File: src/rtl/pipe_pkg.sv
// Shared definitions for pipeline-stage registers: occupancy encoding, skid states,
// per-stage bundle widths and the architectural PC reset value.
package pipe_pkg;

    localparam logic [1:0] OCC_EMPTY = 2'd0;
    localparam logic [1:0] OCC_ONE   = 2'd1;
    localparam logic [1:0] OCC_FULL  = 2'd2;

    // Packed bundle widths carried between core stages.
    localparam int unsigned IF_ID_W  = 96;
    localparam int unsigned ID_EX_W  = 192;
    localparam int unsigned EX_MEM_W = 144;
    localparam int unsigned MEM_WB_W = 104;

    localparam logic [63:0] PC_RESET_VAL = 64'h8000_0000;

    // Encoded as {skid_valid, main_valid}.
    typedef enum logic [1:0] {
        StEmpty = 2'b00,
        StOne   = 2'b01,
        StFull  = 2'b11
    } skid_state_e;

    function automatic logic [1:0] occ_of(input logic main_v, input logic skid_v);
        if (skid_v) begin
            return OCC_FULL;
        end else if (main_v) begin
            return OCC_ONE;
        end
        return OCC_EMPTY;
    endfunction

endpackage

File: src/rtl/pipe_stage_reg_if.sv
// Valid/ready/data handshake bundle; master drives valid/data, slave drives ready.
interface pipe_stage_reg_if #(
    parameter int unsigned DATA_W = 64
);

    logic              valid;
    logic              ready;
    logic [DATA_W-1:0] data;

    modport master (
        output valid,
        output data,
        input  ready
    );

    modport slave (
        input  valid,
        input  data,
        output ready
    );

endinterface

File: src/rtl/sat_counter.sv
// Saturating up-counter with synchronous clear; clear beats a same-cycle increment.
module sat_counter #(
    parameter int unsigned CNT_W = 32
) (
    input  logic             clk,
    input  logic             rst,
    input  logic             i_inc,
    input  logic             i_clr,
    output logic [CNT_W-1:0] o_cnt
);

    logic [CNT_W-1:0] r_cnt;
    logic [CNT_W-1:0] w_cnt_d;

    always_comb begin
        w_cnt_d = r_cnt;
        if (i_clr) begin
            w_cnt_d = '0;
        end else if (i_inc && (r_cnt != '1)) begin
            w_cnt_d = r_cnt + CNT_W'(1);
        end
    end

    always_ff @(posedge clk) begin
        if (rst) begin
            r_cnt <= '0;
        end else begin
            r_cnt <= w_cnt_d;
        end
    end

    assign o_cnt = r_cnt;

endmodule

File: src/rtl/pipe_stage_reg.sv
// Generic pipeline-stage register: valid/ready payload slot with flush, optional 2-entry
// skid buffer (registered upstream ready) and a saturating stall-cycle counter.
module pipe_stage_reg
    import pipe_pkg::*;
#(
    parameter int unsigned       DATA_W    = 64,
    parameter logic [DATA_W-1:0] RESET_VAL = '0,
    parameter int unsigned       SKID      = 1,
    parameter int unsigned       CNT_W     = 32
) (
    input  logic               clk,
    input  logic               rst,
    pipe_stage_reg_if.slave    in_if,
    pipe_stage_reg_if.master   out_if,
    input  logic               flush,
    output logic [1:0]         occupancy,
    output logic [CNT_W-1:0]   stall_cnt,
    input  logic               stall_cnt_clr
);

    logic              w_in_ready;
    logic              w_in_fire;
    logic              w_out_fire;
    logic              w_main_valid;
    logic [DATA_W-1:0] w_main_data;
    logic [1:0]        w_occ;

    assign w_in_fire  = in_if.valid & w_in_ready;
    assign w_out_fire = w_main_valid & out_if.ready;

    assign in_if.ready  = w_in_ready;
    assign out_if.valid = w_main_valid;
    assign out_if.data  = w_main_data;
    assign occupancy    = w_occ;

    if (SKID != 0) begin : g_skid
        skid_state_e       r_state;
        skid_state_e       w_state_d;
        logic [DATA_W-1:0] r_main_data;
        logic [DATA_W-1:0] r_skid_data;
        logic [DATA_W-1:0] w_main_data_d;
        logic [DATA_W-1:0] w_skid_data_d;
        logic [1:0]        r_occ;

        always_comb begin
            w_state_d     = r_state;
            w_main_data_d = r_main_data;
            w_skid_data_d = r_skid_data;
            unique case (r_state)
                StEmpty: begin
                    if (w_in_fire) begin
                        w_main_data_d = in_if.data;
                        w_state_d     = StOne;
                    end
                end
                StOne: begin
                    if (w_in_fire && w_out_fire) begin
                        w_main_data_d = in_if.data;
                    end else if (w_in_fire) begin
                        w_skid_data_d = in_if.data;
                        w_state_d     = StFull;
                    end else if (w_out_fire) begin
                        w_state_d = StEmpty;
                    end
                end
                StFull: begin
                    if (w_out_fire) begin
                        w_main_data_d = r_skid_data;
                        w_state_d     = StOne;
                    end
                end
                default: w_state_d = StEmpty;
            endcase
            // Payload is frozen on flush so a killed beat never reaches out_data.
            if (flush) begin
                w_state_d     = StEmpty;
                w_main_data_d = r_main_data;
                w_skid_data_d = r_skid_data;
            end
        end

        always_ff @(posedge clk) begin
            if (rst) begin
                r_state     <= StEmpty;
                r_main_data <= RESET_VAL;
                r_skid_data <= RESET_VAL;
                r_occ       <= OCC_EMPTY;
            end else begin
                r_state     <= w_state_d;
                r_main_data <= w_main_data_d;
                r_skid_data <= w_skid_data_d;
                r_occ       <= occ_of(w_state_d[0], w_state_d[1]);
            end
        end

        assign w_in_ready   = ~r_state[1];
        assign w_main_valid = r_state[0];
        assign w_main_data  = r_main_data;
        assign w_occ        = r_occ;
    end else begin : g_single
        logic              r_main_valid;
        logic              w_main_valid_d;
        logic [DATA_W-1:0] r_main_data;
        logic [DATA_W-1:0] w_main_data_d;
        logic [1:0]        r_occ;

        always_comb begin
            w_main_valid_d = r_main_valid;
            w_main_data_d  = r_main_data;
            if (flush) begin
                w_main_valid_d = 1'b0;
            end else if (w_in_fire) begin
                w_main_valid_d = 1'b1;
                w_main_data_d  = in_if.data;
            end else if (w_out_fire) begin
                w_main_valid_d = 1'b0;
            end
        end

        always_ff @(posedge clk) begin
            if (rst) begin
                r_main_valid <= 1'b0;
                r_main_data  <= RESET_VAL;
                r_occ        <= OCC_EMPTY;
            end else begin
                r_main_valid <= w_main_valid_d;
                r_main_data  <= w_main_data_d;
                r_occ        <= occ_of(w_main_valid_d, 1'b0);
            end
        end

        assign w_in_ready   = ~r_main_valid | out_if.ready;
        assign w_main_valid = r_main_valid;
        assign w_main_data  = r_main_data;
        assign w_occ        = r_occ;
    end

    sat_counter #(
        .CNT_W(CNT_W)
    ) u_stall_cnt (
        .clk   (clk),
        .rst   (rst),
        .i_inc (w_main_valid & ~out_if.ready),
        .i_clr (stall_cnt_clr),
        .o_cnt (stall_cnt)
    );

endmodule

File: src/flat_wrapper.sv
// flat-port wrapper written by rule: the top's interface ports become plain ports
module pipe_stage_reg_flat import pipe_pkg::*;
#(
    parameter int unsigned       DATA_W    = 64,
    parameter logic [DATA_W-1:0] RESET_VAL = '0,
    parameter int unsigned       SKID      = 1,
    parameter int unsigned       CNT_W     = 32
)
  (clk, rst, flush, occupancy, stall_cnt, stall_cnt_clr, in_if_valid, in_if_data, in_if_ready, out_if_valid, out_if_data, out_if_ready);
  pipe_stage_reg_if #(.DATA_W(DATA_W)) in_if_i ();
  pipe_stage_reg_if #(.DATA_W(DATA_W)) out_if_i ();
  input  logic clk;
  input  logic rst;
  input  logic flush;
  output logic [1:0] occupancy;
  output logic [CNT_W-1:0] stall_cnt;
  input  logic stall_cnt_clr;
  input wire logic [$bits(in_if_i.valid)-1:0] in_if_valid;
  input wire logic [$bits(in_if_i.data)-1:0] in_if_data;
  output wire logic [$bits(in_if_i.ready)-1:0] in_if_ready;
  output wire logic [$bits(out_if_i.valid)-1:0] out_if_valid;
  output wire logic [$bits(out_if_i.data)-1:0] out_if_data;
  input wire logic [$bits(out_if_i.ready)-1:0] out_if_ready;
  assign in_if_i.valid = in_if_valid;
  assign in_if_i.data = in_if_data;
  assign in_if_ready = in_if_i.ready;
  assign out_if_valid = out_if_i.valid;
  assign out_if_data = out_if_i.data;
  assign out_if_i.ready = out_if_ready;
  pipe_stage_reg #(.DATA_W(DATA_W), .RESET_VAL(RESET_VAL), .SKID(SKID), .CNT_W(CNT_W)) u_core (.clk(clk), .rst(rst), .in_if(in_if_i), .out_if(out_if_i), .flush(flush), .occupancy(occupancy), .stall_cnt(stall_cnt), .stall_cnt_clr(stall_cnt_clr));
endmodule
File: config.mk
export PLATFORM = sky130hd
export DESIGN_NAME = pipe_stage_reg_flat
export DESIGN_NICKNAME = d
export VERILOG_FILES = /design/src/rtl/pipe_pkg.sv /design/src/rtl/pipe_stage_reg_if.sv /design/src/rtl/sat_counter.sv /design/src/rtl/pipe_stage_reg.sv /design/src/flat_wrapper.sv
export SDC_FILE = /design/constraint.sdc
export NUM_CORES = 1
export LEC_CHECK = 0
export BUFFER_PORTS_ARGS = -buffer_cell sky130_fd_sc_hd__buf_2
export CAP_MARGIN = 20
export CORE_UTILIZATION = 55
export DETAILED_ROUTE_END_ITERATION = 8
export PLACE_DENSITY_LB_ADDON = 0.1
export SLEW_MARGIN = 20
export SYNTH_ARGS = -nofsm -noshare
export SYNTH_HDL_FRONTEND = slang
export SYNTH_SLANG_ARGS = --single-unit
File: constraint.sdc
create_clock -name clk -period 4.6 [get_ports clk]
set_input_delay 0.46 -clock clk [delete_from_list [all_inputs] [get_ports clk]]
set_output_delay 0.46 -clock clk [all_outputs]
set_load 0.01 [all_outputs]
; After elaboration in Yosys (flattened, before gate mapping)
; Index checks and enable logic that the tools add are counted.
[op_classes]
n_addsub = 1
n_mul = 0
n_div = 0
magnitude_cmp = 0
eq_ne = 6
shift = 0
muxes = 16
bitwise = 8
n_reduce_logical = 9
[op_table]
columns = operator, count
row1 = $mux W64, 3
row2 = $pmux W64 S3, 1
row3 = $add A32 B1 Y32 const B, 1
row4 = $ne A32 B32 Y1 const B, 1
row5 = $mux W2, 8
row6 = $ne A2 B1 Y1 const B, 3
row7 = $pmux W2 S3, 1
row8 = $not A1 Y1, 5
row9 = $reduce_and A5 Y1, 1
row10 = $reduce_and A4 Y1, 1
row11 = $reduce_or A2 Y1, 2
row12 = $and A1 B1 Y1, 3
row13 = $mux W1, 3
row14 = $reduce_bool A3 Y1, 1
row15 = $reduce_or A3 Y1, 1
row16 = $eq A2 B1 Y1 const B, 1
row17 = $eq A2 B2 Y1 const B, 1
row18 = $logic_and A1 B1 Y1, 2
row19 = $logic_not A2 Y1, 1
[word_totals]
regBits = 164
latch_bits = 0
mem_bits_rw = 0
mem_bits_ro = 0
out_inout_bits = 100
wordCells = 46
n_memories = 0

; Longest topological paths before layout
[depth]
word_depth = 11
depth_mapped = 8
ltp_nobuf = 6

; Hierarchy
; A second synthesis with hierarchy kept.
[hier_totals]
hier_cells = 899
hier_area_um2 = 7903.8
[by_module_without_submodules]
columns = module, instances, cells_per_inst, area_per_inst_um2, seq_area_each_um2
row1 = pipe_stage_reg, 1, 701, 6283.5, 2642.5
row2 = sat_counter, 1, 198, 1620.3, 640.6

; Worst setup path before layout
; OpenSTA, ideal clock, no wires.
[synth_timing]
path_kind = register to register
from = register u_core.u_stall_cnt.r_cnt[16] (netlist: u_core.u_stall_cnt.o_cnt[16])
to = register u_core.u_stall_cnt.r_cnt[8] (netlist: u_core.u_stall_cnt.o_cnt[8])
setup_ns = 0.115
arrival_ns = 1.952
required_ns = 4.485
path_slack_ns = 2.533
path_stages_with_launch = 8
synth_period_minus_slack_ns = 2.067
cell_sequence = dfxtp_1 -> nand4_2 -> or4_1 -> buf_6 -> o31ai_4 -> buf_6 -> nor4_1 -> o21a_1
[synth_via]
elab_chain_len = 2
[synth_rtl]
columns = element, line_no
row1 = start: declaration, sat_counter.sv:12  ; logic [CNT_W-1:0] r_cnt;
row2 = start signal: assignment, sat_counter.sv:28  ; r_cnt <= w_cnt_d;
row3 = $ne A32 B32 Y1, sat_counter.sv:19  ; end else if (i_inc && (r_cnt != '1)) begin
row4 = $logic_and A1 B1 Y1, sat_counter.sv:19
; No other way between the ends.
; A chain may end at the register's enable or synchronous reset.

; Worst setup path after layout
[layout_timing]
from = register u_core.g_skid.r_state[1]
to = register u_core.g_skid.r_main_data[14] (netlist: u_core.out_if.data[14])
[layout_via]
elab_chain_len = 5
elab_cells_between_ends = 12
cone_classes = eq/ne (5) / mux (1) / bitwise (2) / reduce/logical (4)
[layout_rtl]
columns = element, line_no
row1 = start: declaration, pipe_stage_reg.sv:37  ; skid_state_e r_state;
row2 = start signal: assignment, pipe_stage_reg.sv:84  ; r_state <= StEmpty;
row3 = start signal: assignment, pipe_stage_reg.sv:89  ; r_state <= w_state_d;
row4 = $not A1 Y1, pipe_stage_reg.sv:96  ; assign w_in_ready = ~r_state[1];
row5 = $and A1 B1 Y1, pipe_stage_reg.sv:28  ; assign w_in_fire = in_if.valid & w_in_ready;
row6 = $logic_and A1 B1 Y1, pipe_stage_reg.sv:57  ; if (w_in_fire && w_out_fire) begin
row7 = $ne A2 B1 Y1 (no source line), -
row8 = $reduce_and A5 Y1 (no source line), -
row9 = end signal: assignment, pipe_stage_reg.sv:90  ; r_main_data <= w_main_data_d;
row10 = end: declaration, pipe_stage_reg.sv:39  ; logic [DATA_W-1:0] r_main_data;
; Several ways; a longest one is shown, not always the timed one.

==> impl_metrics.ini <==
[setup_path]
arrival_ps = 2980
cp-end-kind = flop
critPathKind = flop to flop
path_max_fanout = 92
required_ps = 4930
r2r_slack_ps = 1940
rr_worst_depth = 5
cp-startpoint = u_core.g_skid.r_state[1]$_SDFF_PP0_
crit_end = u_core.out_if.data[14]$_SDFFE_PP0P_
rr_startpoint = u_core.g_skid.r_state[1]$_SDFF_PP0_
timing.rr.end = u_core.out_if.data[14]$_SDFFE_PP0P_
startpoint_type = flop

[job]
maxCapViolCount = 0

[floorplan]
fp.coreArea_sq_um = 12000
io_pins = 170
die_width_um = 113
row_count = 40
die-area_sq_um = 12800
start_util_pct = 56.5
chipHeight_um = 113

[global_routing]
first_global_vias = 5796
grt_pass1_wl_um = 27900
grt_max_degree = 93
gr-total-overflow = 0
grt.total_usage_pct = 27.0
antenna_found_initial = 2

[layout]
drive_gt1_share_pct = 22.8
final_nets = 1055
fin_cells = 1145
area_growth_pct = 22.2
utilization_pct = 69.0

[yosys]
synthesis.area_sq_um = 6780
yosys_register_bits = 164
syn_avg_cell_area_sq_um = 7.91
netlist_instances = 858
ys_types = 43
synthArstFlopShare_pct = 0
yosys_most_used_dff = dfxtp_1
yosys_warnings = 0
synth_edf_count = 0
synth_fp_nets = 929
yosysSeqAreaShare_pct = 48.4

[pwr]
ir_drop_uv = 271
p_leak_nw = 3.19
power.density_nw_per_um2 = 399
finalPower_mw = 3.31

[clock_network]
cts.sinks = 164
clkLatencyLatePin_ps = 420
cts_buffers = 17
cts_buffer_depth = 2
postCtsHoldBufs = 0
ctsResizeCount = 0
post_cts_buffers = 0
clock-root-buffer = clkbuf_16
path_clk_slew_ps = 60
htreeDepth = 4
cts_tree = built

[routing]
drt-initial-drc-count = 621
drc = 0
wl_per_cell_um = 14.8
first_pass_iters = 5
via_count = 6485
ant_nets = 0
routed_wl_um = 16900
via_per_inst = 5.66

[timing]
setup_tns_ps = 0
fin_crit_sh_pct = 57.7
hold_viol_final = 0
finalClockSkew_ps = 5.38
setup_viol = 0
drv_slew = 0
max_freq_mhz = 377
tightest_slew_ps = 937
maxSlewHeadroom_pct = 37.2
setup_slack_ps = 1940
grt_setup_unrepaired = false
min_period_ps = 2660

[place]
hpwl_um = 10200
dp.cells = 1112
portBuffers = 169
pre_cts_slack_ps = 1870
place_congestion = 0.763

[hold_path]
holdPathStages = 3
worstHoldPathType = input port to flop

[run_status]
run_status = finished clean
how the worst min path moves through the flow:
stage | start | endpoint | slack [ps]
final | in_if_data[55] | u_core.g_skid.r_skid_data[55]$_SDFFE_PP0P_ | 280
after global routing | in_if_data[11] | u_core.g_skid.r_skid_data[11]$_SDFFE_PP0P_ | 280
after CTS | in_if_data[11] | u_core.g_skid.r_skid_data[11]$_SDFFE_PP0P_ | 270
after detailed placement | u_core.g_skid.r_skid_data[46]$_SDFFE_PP0P_ | u_core.g_skid.r_skid_data[46]$_SDFFE_PP0P_ | 450
after global placement | u_core.g_skid.r_skid_data[32]$_SDFFE_PP0P_ | u_core.g_skid.r_skid_data[32]$_SDFFE_PP0P_ | 440
after floorplan | u_core.g_skid.r_skid_data[0]$_SDFFE_PP0P_ | u_core.g_skid.r_skid_data[0]$_SDFFE_PP0P_ | 440
sequential cells by signal, summed over array words and instances, names as in the netlist:
name / flops
u_core.g_skid.r_state: 2
u_core.u_stall_cnt.o_cnt: 32
u_core.occupancy: 2
u_core.out_if.data: 64
u_core.g_skid.r_skid_data: 64
metrics by stage:
step	hold slack (ps)	cell area (sq um)
finish	280	8290
global route	279	8290
CTS	269	8280
detailed placement	447	7610
global placement	442	7610
floorplan	437	6780
routing by layer:
layer / vias up / GRT usage (%) / share of wire [%]
met4: 2 / 9.74 / 1.4
li1: 3281 / - / -
met3: 21 / 5.84 / 5.8
met2: 184 / 43.4 / 47
met5: - / 0 / 0.059
met1: 2997 / 35.8 / 46
critical path: stages (launching register included):
cell,delay (ps)
dfxtp_2,870
nor2_1,190
a2111oi_2,330
buf_4,770
nor2_1,90
a311oi_1,270
synthesized netlist by cell type (2+ instances only):
library cell | number | area [sq um]
xnor2_1 | 2 | 17.5
o31a_1 | 2 | 17.5
inv_1 | 7 | 26.3
nor2_1 | 74 | 278
nand2b_1 | 2 | 12.5
dfxtp_1 | 164 | 3280
a311oi_1 | 64 | 561
and4_1 | 4 | 35.0
nand2_1 | 213 | 800
or4_1 | 3 | 22.5
clkbuf_1 | 60 | 225
nor4_1 | 4 | 25.0
nor3_1 | 3 | 15.0
nand3_1 | 80 | 400
or3_1 | 25 | 156
buf_2 | 7 | 35.0
o21ai_1 | 15 | 75.1
o21ai_0 | 7 | 35.0
nand4_1 | 7 | 43.8
o31ai_1 | 2 | 15.0
buf_6 | 2 | 22.5
a21oi_1 | 85 | 425
a21oi_2 | 6 | 52.6
layout by cell type, fill, tap and decap left out, drive strengths merged, types with 2 or more instances in the layout:
cell type  synthesis  routed
nand3             80      80
clkinv             0       7
o31a               2       2
inv                7       7
nor4               5       5
clkbuf            60      18
xnor2              2       2
o31ai              4       4
and4               4       4
nor3               3       3
nand4              8       8
buf               10     177
nand2            213     213
dfxtp            164     164
nand2b             2       2
a311oi            64      64
o21ai             23      23
or4                3       3
bufinv             0       6
or3               25      25
a21oi             91      91
o311ai             2       2
nor2              74      74
layout make-up:
| class | instances | area (sq um) |
|---|---|---|
| tap | 147 | 184 |
| antenna | 1 | 2.50 |
| inverter | 7 | 26.3 |
| sequential | 164 | 3290 |
| fill | 1038 | 3720 |
| clock buffer | 18 | 429 |
| clock inverter | 14 | 234 |
| timing repair buffer | 177 | 921 |
| multi-input combinational | 617 | 3210 |
logic make-up after synthesis:
family | after synthesis | synth area share, %
xor+xnor | 3 | 0.387
buf+inv | 77 | 4.67
flops | 164 | 48.4
fa+ha+maj | 1 | 0.184
compound gates | 192 | 19.2
simple gates | 421 | 27.1
power by group:
part | internal [mW] | switching, mW
sequential | 1.47 | 0.0251
combinational | 0.0909 | 0.143
clock | 1.02 | 0.570
No activity file was read; power rests on OpenSTA's default activity.
